==> config.mk <==
export PLATFORM = sky130hd
export DESIGN_NAME = fifo_rd_burst_drain_flat
export DESIGN_NICKNAME = d
export VERILOG_FILES = /design/src/rtl/fifo_rd_burst_drain_if.sv /design/src/rtl/fifo_rd_burst_drain.sv /design/src/flat_wrapper.sv
export SDC_FILE = /design/constraint.sdc
export NUM_CORES = 1
export LEC_CHECK = 0
export CAP_MARGIN = 20
export CORE_MARGIN = 3
export CORE_UTILIZATION = 60
export DETAILED_ROUTE_END_ITERATION = 10
export PLACE_DENSITY = 0.95
export RECOVER_POWER = 100
export SLEW_MARGIN = 20
export SYNTH_ARGS = -nofsm -noshare
export SYNTH_HDL_FRONTEND = slang
export SYNTH_HIERARCHICAL = 1
export SYNTH_SLANG_ARGS = --single-unit
export TNS_END_PERCENT = 10
==> constraint.sdc <==
create_clock -name clk_rd -period 4.7 [get_ports clk_rd]
set_input_delay 0.705 -clock clk_rd [delete_from_list [all_inputs] [get_ports clk_rd]]
set_output_delay 0.705 -clock clk_rd [all_outputs]
set_load 0.1 [all_outputs]
==> src/rtl/fifo_rd_burst_drain_if.sv <==
// Valid/ready output stream of the FIFO read-side burst drainer.
// The master drives data/valid/last and the slave drives ready.
interface fifo_rd_burst_drain_if #(
    parameter int DATA_WIDTH = 8
) ();
    logic [DATA_WIDTH-1:0] m_data;
    logic                  m_valid;
    logic                  m_ready;
    logic                  m_last;

    modport master (
        output m_data,
        output m_valid,
        output m_last,
        input  m_ready
    );

    modport slave (
        input  m_data,
        input  m_valid,
        input  m_last,
        output m_ready
    );
endinterface

==> src/rtl/fifo_rd_burst_drain.sv <==
// Read-domain FIFO consumer: fixed-length read bursts into a 3-entry skid buffer feeding a valid/ready stream.
// Optional macro FIFO_RD_STATS_EN adds a saturating 16-bit stream handshake counter (words_read).
module fifo_rd_burst_drain_chk (
    input logic       clk,
    input logic       rst,
    input logic [2:0] occ
);
    a_occ_bound: assert property (@(posedge clk) disable iff (rst) occ <= 3'd3);
endmodule

module fifo_rd_burst_drain #(
    parameter int DATA_WIDTH = 8,
    parameter int BURST_LEN  = 4
) (
    input  logic                   clk_rd,
    input  logic                   rst,
    input  logic                   empty,
    input  logic [DATA_WIDTH-1:0]  data_out,
    output logic                   rd_en,
    fifo_rd_burst_drain_if.master  m_if,
`ifdef FIFO_RD_STATS_EN
    output logic [15:0]            words_read,
`endif
    output logic                   busy
);
    localparam int CNT_W = (BURST_LEN > 1) ? $clog2(BURST_LEN) : 1;
    localparam logic [CNT_W-1:0] LAST_IDX = CNT_W'(BURST_LEN - 1);

    typedef enum logic [1:0] {
        ST_IDLE  = 2'd0,
        ST_BURST = 2'd1,
        ST_WAIT  = 2'd2
    } state_t;

    state_t                r_state;
    state_t                w_state_nxt;
    logic [CNT_W-1:0]      r_rcnt;
    logic [CNT_W-1:0]      w_rcnt_nxt;
    logic [CNT_W-1:0]      r_ocnt;
    logic [2:0]            r_occ;
    logic [2:0]            w_occ_nxt;
    logic                  r_inflight;
    logic [DATA_WIDTH-1:0] r_skid [3];
    logic [DATA_WIDTH-1:0] w_skid_nxt [3];
    logic [1:0]            w_tail;
    logic                  w_valid;
    logic                  w_last;
    logic                  w_pop;
    logic                  w_rd_en;

    assign w_valid = (r_occ != 3'd0);
    assign w_last  = w_valid & (r_ocnt == LAST_IDX);
    assign w_pop   = w_valid & m_if.m_ready;
    // Reserve a skid slot for every read whose data is still on its way.
    assign w_rd_en = (r_state == ST_BURST) & ~empty & ((r_occ + {2'b00, r_inflight}) < 3'd3);

    assign rd_en        = w_rd_en;
    assign m_if.m_data  = r_skid[0];
    assign m_if.m_valid = w_valid;
    assign m_if.m_last  = w_last;
    assign busy         = (r_state != ST_IDLE) | (r_occ != 3'd0) | r_inflight;

    // Next-state and read-counter logic of the burst FSM.
    always_comb begin
        w_state_nxt = r_state;
        w_rcnt_nxt  = r_rcnt;
        case (r_state)
            ST_IDLE: begin
                if (!empty) begin
                    w_state_nxt = ST_BURST;
                    w_rcnt_nxt  = {CNT_W{1'b0}};
                end else begin
                    w_state_nxt = ST_IDLE;
                end
            end
            ST_BURST: begin
                if (w_rd_en && (r_rcnt == LAST_IDX)) begin
                    w_state_nxt = ST_WAIT;
                end else if (w_rd_en) begin
                    w_rcnt_nxt = r_rcnt + 1'b1;
                end else begin
                    w_state_nxt = ST_BURST;
                end
            end
            ST_WAIT: begin
                if (w_pop && w_last) begin
                    w_state_nxt = ST_IDLE;
                end else begin
                    w_state_nxt = ST_WAIT;
                end
            end
            default: begin
                w_state_nxt = ST_IDLE;
            end
        endcase
    end

    // Skid buffer update: shift on pop, then write the captured word at the tail.
    always_comb begin
        w_skid_nxt[0] = r_skid[0];
        w_skid_nxt[1] = r_skid[1];
        w_skid_nxt[2] = r_skid[2];
        w_tail        = w_pop ? (r_occ[1:0] - 2'd1) : r_occ[1:0];
        if (w_pop) begin
            w_skid_nxt[0] = r_skid[1];
            w_skid_nxt[1] = r_skid[2];
        end else begin
            w_skid_nxt[0] = r_skid[0];
        end
        if (r_inflight) begin
            case (w_tail)
                2'd0:    w_skid_nxt[0] = data_out;
                2'd1:    w_skid_nxt[1] = data_out;
                2'd2:    w_skid_nxt[2] = data_out;
                default: w_skid_nxt[2] = r_skid[2];
            endcase
        end else begin
            w_skid_nxt[2] = w_skid_nxt[2];
        end
        case ({r_inflight, w_pop})
            2'b10:   w_occ_nxt = r_occ + 3'd1;
            2'b01:   w_occ_nxt = r_occ - 3'd1;
            default: w_occ_nxt = r_occ;
        endcase
    end

    // State, counters and skid storage registers.
    always_ff @(posedge clk_rd) begin
        if (rst) begin
            r_state    <= ST_IDLE;
            r_rcnt     <= {CNT_W{1'b0}};
            r_ocnt     <= {CNT_W{1'b0}};
            r_occ      <= 3'd0;
            r_inflight <= 1'b0;
            r_skid[0]  <= {DATA_WIDTH{1'b0}};
            r_skid[1]  <= {DATA_WIDTH{1'b0}};
            r_skid[2]  <= {DATA_WIDTH{1'b0}};
        end else begin
            r_state    <= w_state_nxt;
            r_rcnt     <= w_rcnt_nxt;
            r_occ      <= w_occ_nxt;
            r_inflight <= w_rd_en;
            r_skid[0]  <= w_skid_nxt[0];
            r_skid[1]  <= w_skid_nxt[1];
            r_skid[2]  <= w_skid_nxt[2];
            if (w_pop) begin
                r_ocnt <= (r_ocnt == LAST_IDX) ? {CNT_W{1'b0}} : (r_ocnt + 1'b1);
            end else begin
                r_ocnt <= r_ocnt;
            end
        end
    end

`ifdef FIFO_RD_STATS_EN
    logic [15:0] r_words_read;

    // Saturating count of stream handshakes.
    always_ff @(posedge clk_rd) begin
        if (rst) begin
            r_words_read <= 16'h0000;
        end else if (w_pop && (r_words_read != 16'hFFFF)) begin
            r_words_read <= r_words_read + 16'h0001;
        end else begin
            r_words_read <= r_words_read;
        end
    end

    assign words_read = r_words_read;
`endif

    fifo_rd_burst_drain_chk u_chk (
        .clk (clk_rd),
        .rst (rst),
        .occ (r_occ)
    );
endmodule
==> src/flat_wrapper.sv <==
// flat-port wrapper written by rule: the top's interface ports become plain ports
module fifo_rd_burst_drain_flat 
#(
    parameter int DATA_WIDTH = 8,
    parameter int BURST_LEN  = 4
)
  (clk_rd, rst, empty, data_out, rd_en, busy, m_if_m_data, m_if_m_valid, m_if_m_last, m_if_m_ready);
  fifo_rd_burst_drain_if #(.DATA_WIDTH(DATA_WIDTH)) m_if_i ();
  input  logic clk_rd;
  input  logic rst;
  input  logic empty;
  input  logic [DATA_WIDTH-1:0] data_out;
  output logic rd_en;
  output logic busy;
  output wire logic [$bits(m_if_i.m_data)-1:0] m_if_m_data;
  output wire logic [$bits(m_if_i.m_valid)-1:0] m_if_m_valid;
  output wire logic [$bits(m_if_i.m_last)-1:0] m_if_m_last;
  input wire logic [$bits(m_if_i.m_ready)-1:0] m_if_m_ready;
  assign m_if_m_data = m_if_i.m_data;
  assign m_if_m_valid = m_if_i.m_valid;
  assign m_if_m_last = m_if_i.m_last;
  assign m_if_i.m_ready = m_if_m_ready;
  fifo_rd_burst_drain #(.DATA_WIDTH(DATA_WIDTH), .BURST_LEN(BURST_LEN)) u_core (.clk_rd(clk_rd), .rst(rst), .empty(empty), .data_out(data_out), .rd_en(rd_en), .m_if(m_if_i), .busy(busy));
endmodule
Word level (Yosys, flattened, before mapping):

Memory sizes are Yosys's and may differ from the RTL's.
Cells that the tools add are included.

* word-level logic and storage cells: 69
* memories kept: 1
* output and inout bits: 12
* register bits after elaboration: 10
* bits of input ports: 12
* bits in writable memories: 24

* reductions and logical operators: 9
* equality and inequality tests: 12
* add/subtract/negate cells: 6
* $lt $le $gt $ge: 1
* mux-type cells: 25
* bitwise gates (word level): 10

Memory list
* u_core.r_skid: depth 3, width 8, read ports 3, clocked after Yosys merged registers in 0, write ports 3, line fifo_rd_burst_drain.sv:43 `logic [DATA_WIDTH-1:0] r_skid [3];`

Operators with widths (count)
* two-way mux 8 bit: 9
* two-way mux 16 bit: 1
* two-way mux 2 bit: 8
* == test 2 bit (second input constant): 5
* == test 2 x 1 -> 1 bit (second input constant): 3
* case mux 2 bit (3 select lines): 1
* case mux 3 bit (2 select lines): 1
* nonzero test 2 bit: 3
* bitwise OR 1 bit: 5
* adder 2 x 1 -> 2 bit (second input constant): 2
* AND 1 bit: 4
* zero test 2 bit: 2
* two-way mux 1 bit: 4
* inequality test 2 bit (second input constant): 2
* case mux 2 bit (2 select lines): 1
* AND reduction 4 bit: 1
* adder 3 x 1 -> 3 bit: 1
* adder 3 x 1 -> 3 bit (second input constant): 1
* < comparator 3 x 2 -> 1 bit (second input constant): 1
* inequality test 3 bit (second input constant): 1
* nonzero test 3 bit: 1
* subtractor 3 x 1 -> 3 bit (second input constant): 1
* logical AND 1 bit: 2
* inequality test 2 x 1 -> 1 bit (second input constant): 1
* other kinds (2): 2

Depth between registers and ports, before layout:

* depth in word-level cells: 7
* mapped depth: 14
* depth with buffers taken out: 11

Least setup slack after synthesis:

No wires, ideal clock.

* path kind: reg-to-output
* start: reg u_core.r_occ[0]
* end: out rd_en
* cell stages (with the launch flop): 6
* arrival: 2302 ps
* setup slack: 1693 ps
* data required time: 3995 ps
* path through: dfxtp_1 -> ha_1 -> ha_1 -> xnor2_1 -> nand4b_1 -> nor2_1

* cells in the longest elaborated chain, start to end: 3

Ends and longest elaborated chain
* start, declared: line fifo_rd_burst_drain.sv:40 `logic [2:0] r_occ;`
* start signal, assigned: line fifo_rd_burst_drain.sv:141 `r_occ <= w_occ_nxt;`
* adder 3 x 1 -> 3 bit: line fifo_rd_burst_drain.sv:55 `assign w_rd_en = (r_state == ST_BURST) & ~empty & ((r_occ + {2'b00, r_inflight}) < 3'd3);`
* < comparator 3 x 2 -> 1 bit: line fifo_rd_burst_drain.sv:55
* AND 1 bit: line fifo_rd_burst_drain.sv:55
* end, declared: line flat_wrapper.sv:13 `output logic rd_en;`

Every way passes these cells.

Worst setup path in the final report:

* start: reg u_core.r_occ[0]
* end: out m_if_m_valid

* cells in the longest elaborated chain, start to end: 1

Ends and longest elaborated chain
* nonzero test 3 bit: line fifo_rd_burst_drain.sv:51 `assign w_valid = (r_occ != 3'd0);`
* end, declared: line flat_wrapper.sv:16 `output wire logic [$bits(m_if_i.m_valid)-1:0] m_if_m_valid;`

Every way passes these cells.

==> impl_metrics.py <==
metrics = {
    "synth": {
        "synth_edf_count": 0,
        "synth_cells": 207,
        "synthesis.nets": 226,
        "yosys_warnings": 6,
        "async_reset_ff_share_pct": 0,
        "ys.flop_type": "dfxtp_1",
        "synth_seq_cells": 34,
        "syn_area_um2": 2020,
        "synth_cell_type_count": 40,
        "yosysSeqAreaShare_pct": 33.8,
        "syn_area_per_cell_um2": 9.74,
    },
    "critical_path": {
        "cp.arrival_ns": 3.50,
        "criticalPathCategory": "reg -> out",
        "slowest_stage": "clkdlybuf4s50_1",
        "max_stage_delay_ns": 1.15,
        "required_ns": 3.99,
        "cp-start-kind": "flop",
        "cp_max_fo": 23,
        "path_delay_family": "buffers and inverters",
        "endpoint_kind": "output pin",
        "path_cells": "inv_1 -> ha_1 -> nand2b_4 -> clkdlybuf4s50_1",
        "critPathBufInv": 2,
    },
    "clocking": {
        "ctsLongestPathBuffers": 2,
        "cts_setup_buffers": 0,
        "clockRootBuffer": "clkbuf_4",
        "numCtsBuffers": 5,
        "holdBufCountCts": 0,
        "post_cts_resized": 0,
        "cts-htree-levels": 2,
        "cts_tree": "built",
        "clock_sinks": 34,
        "clock_latency_ns": 0.34,
        "clk_pin_slew_ns": 0.11,
    },
    "layout": {
        "drive_above_1_share_pct": 7.04,
        "final_cell_mix": "34 x dfxtp_1, 25 x mux2i_1, 18 x nand2b_1, 17 x a2111oi_0",
        "antennaDiodeCount": 0,
        "area_growth_pct": 10.3,
        "fin_util_pct": 71.1,
        "final_common_cell": "dfxtp_1",
        "fin_nets": 231,
        "fillers": 242,
    },
    "grt": {
        "track_usage_pct": 22.2,
        "first_global_vias": 1529,
        "grt_max_degree": 45,
        "antenna_found_initial": 0,
        "grt_pass1_wl_um": 7220,
        "gr-total-overflow": 0,
    },
    "floorplanning": {
        "dieArea_um2": 4090,
        "fp.dieH_um": 64.0,
        "start_util_pct": 64.4,
        "fp.dieW_um": 64.0,
        "num_io_pins": 24,
        "fp.coreArea_um2": 3130,
        "rows": 20,
    },
    "timing": {
        "finClkSkew_ns": 0.0151,
        "worst_pin_slew_ns": 1.36,
        "hold_viol": 0,
        "tns_ns": 0,
        "setup_violations": 0,
        "slew_headroom_pct": 8.52,
        "final_max_slew_viol_count": 0,
        "period_share_pct": 89.4,
        "fin_ws_ns": 0.498,
        "fmax_mhz": 238,
        "grt_setup_unrepaired": "false",
        "fin_crit_ns": 4.20,
    },
    "min_path": {
        "hold_class": "reg -> reg",
    },
    "placed_design": {
        "hpwl_um": 2640,
        "gp_congestion": 0.862,
        "post-place-ws_ns": 1.16,
        "port_buffers": 23,
    },
    "route": {
        "drt_iter0_drc": 206,
        "wl_per_cell_um": 16.0,
        "avgViaCountPerCell": 6.28,
        "ant_nets": 0,
        "drtPass1Iterations": 4,
        "routed_wl_um": 4120,
        "vias": 1614,
        "drcViolationCount": 0,
    },
    "pwr": {
        "irDropWorstVdd_v": 0.000249,
        "leakagePower_nw": 0.778,
        "powerDensity_nw_per_um2": 404,
    },
    "outcome": {
        "status": "finished clean",
    },
    "run": {
        "maxCapViolCount": 0,
    },
}
-- registers in the layout, summed over array words and instances, names as in the netlist --
| signal | cells |
|---|---|
| u_core/r_occ | 3 |
| u_core/r_ocnt | 2 |
| u_core/r_rcnt | 2 |
| u_core/r_skid | 24 |
| u_core/r_inflight | 1 |
| u_core/r_state | 2 |
-- metal layers --
layer  global-route usage [%]  wire [um]  vias to the layer above
met5                        0          0                        -
met4                     8.63         77                        0
met3                     5.10        224                        8
met2                     35.9       1970                       54
met1                     28.5       1840                      754
li1                         -          -                      798
-- synthesized netlist by cell type (2+ instances only) --
| master | number | share of area, % |
|---|---|---|
| or3_1 | 2 | 0.62 |
| inv_1 | 4 | 0.74 |
| xor2_1 | 2 | 0.87 |
| nor2b_1 | 2 | 0.62 |
| buf_6 | 3 | 1.7 |
| ha_1 | 6 | 3.7 |
| nand2b_1 | 18 | 5.6 |
| nor4b_1 | 16 | 7.0 |
| buf_2 | 3 | 0.74 |
| a21oi_1 | 4 | 0.99 |
| a2111oi_0 | 14 | 6.1 |
| dfxtp_1 | 34 | 34 |
| a2111oi_1 | 3 | 1.5 |
| clkbuf_1 | 8 | 1.5 |
| nor4_1 | 16 | 5.0 |
| buf_4 | 10 | 3.7 |
| and2_1 | 2 | 0.62 |
| mux2i_1 | 25 | 12 |
| a31oi_1 | 2 | 0.62 |
| a211oi_1 | 2 | 0.74 |
| nand2_1 | 5 | 0.93 |
| nor2_1 | 6 | 1.1 |
| nor3_1 | 3 | 0.74 |
-- logic make-up (layout without fill, tap and decap cells) --
| family | Yosys count | after routing | share of synthesized area [%] |
|---|---|---|---|
| AO/OA/AOI/OAI | 28 | 28 | 12.0 |
| XOR/XNOR | 3 | 3 | 1.30 |
| adder cells (fa/ha/maj) | 7 | 7 | 4.72 |
| buffers and inverters | 32 | 38 | 9.43 |
| flip-flops | 34 | 34 | 33.8 |
| multiplexers | 26 | 26 | 13.0 |
| AND/OR/NAND/NOR | 77 | 77 | 25.8 |
-- per-stage QoR --
step | power [mW] | instance area, um2 | instances | hold slack (ns)
finish | 0.897 | 2220 | 257 | 0.477
global route | 0.940 | 2220 | 257 | 0.503
CTS | 0.912 | 2250 | 257 | 0.473
detailed placement | 0.631 | 2140 | 249 | 0.458
global placement | 0.622 | 2140 | 249 | 0.449
floorplan | 0.597 | 2020 | 207 | 0.440
-- cell type report --
type,instances,area [um2],area share (%)
multi-input combinational,141,1130,50.8
sequential,34,681,30.6
timing repair buffer,24,219,9.85
clock buffer,6,51.3,2.31
tap,44,55.1,2.48
clock inverter,2,60.1,2.70
inverter,6,27.5,1.24
-- worst min-delay path: stages (launching register included) --
cell and delay [ns]:
dfxtp_1 0.33, nand2_1 0.05, a21oi_1 0.05
-- where the power goes --
group	leakage (nW)	switching, mW	internal (mW)
sequential	0.275	0.0262	0.305
clock	0.0585	0.0963	0.180
combinational	0.444	0.212	0.0784
total	0.778	0.334	0.563
-- final timing paths --
| check | slack, ns | cells past startpoint | to | from |
|---|---|---|---|---|
| setup reg to reg | 0.90 | 11 | u_core/r_occ[2] | u_core/r_occ[0] |
| hold reg to reg | 0.48 | 2 | u_core/r_ocnt[0] | u_core/r_ocnt[0] |
| hold / removal | 0.48 | 2 | u_core/r_ocnt[0] | u_core/r_ocnt[0] |
| setup / recovery | 0.50 | 4 | m_if_m_valid | u_core/r_occ[0] |
Power figures use the tool's default switching activity.
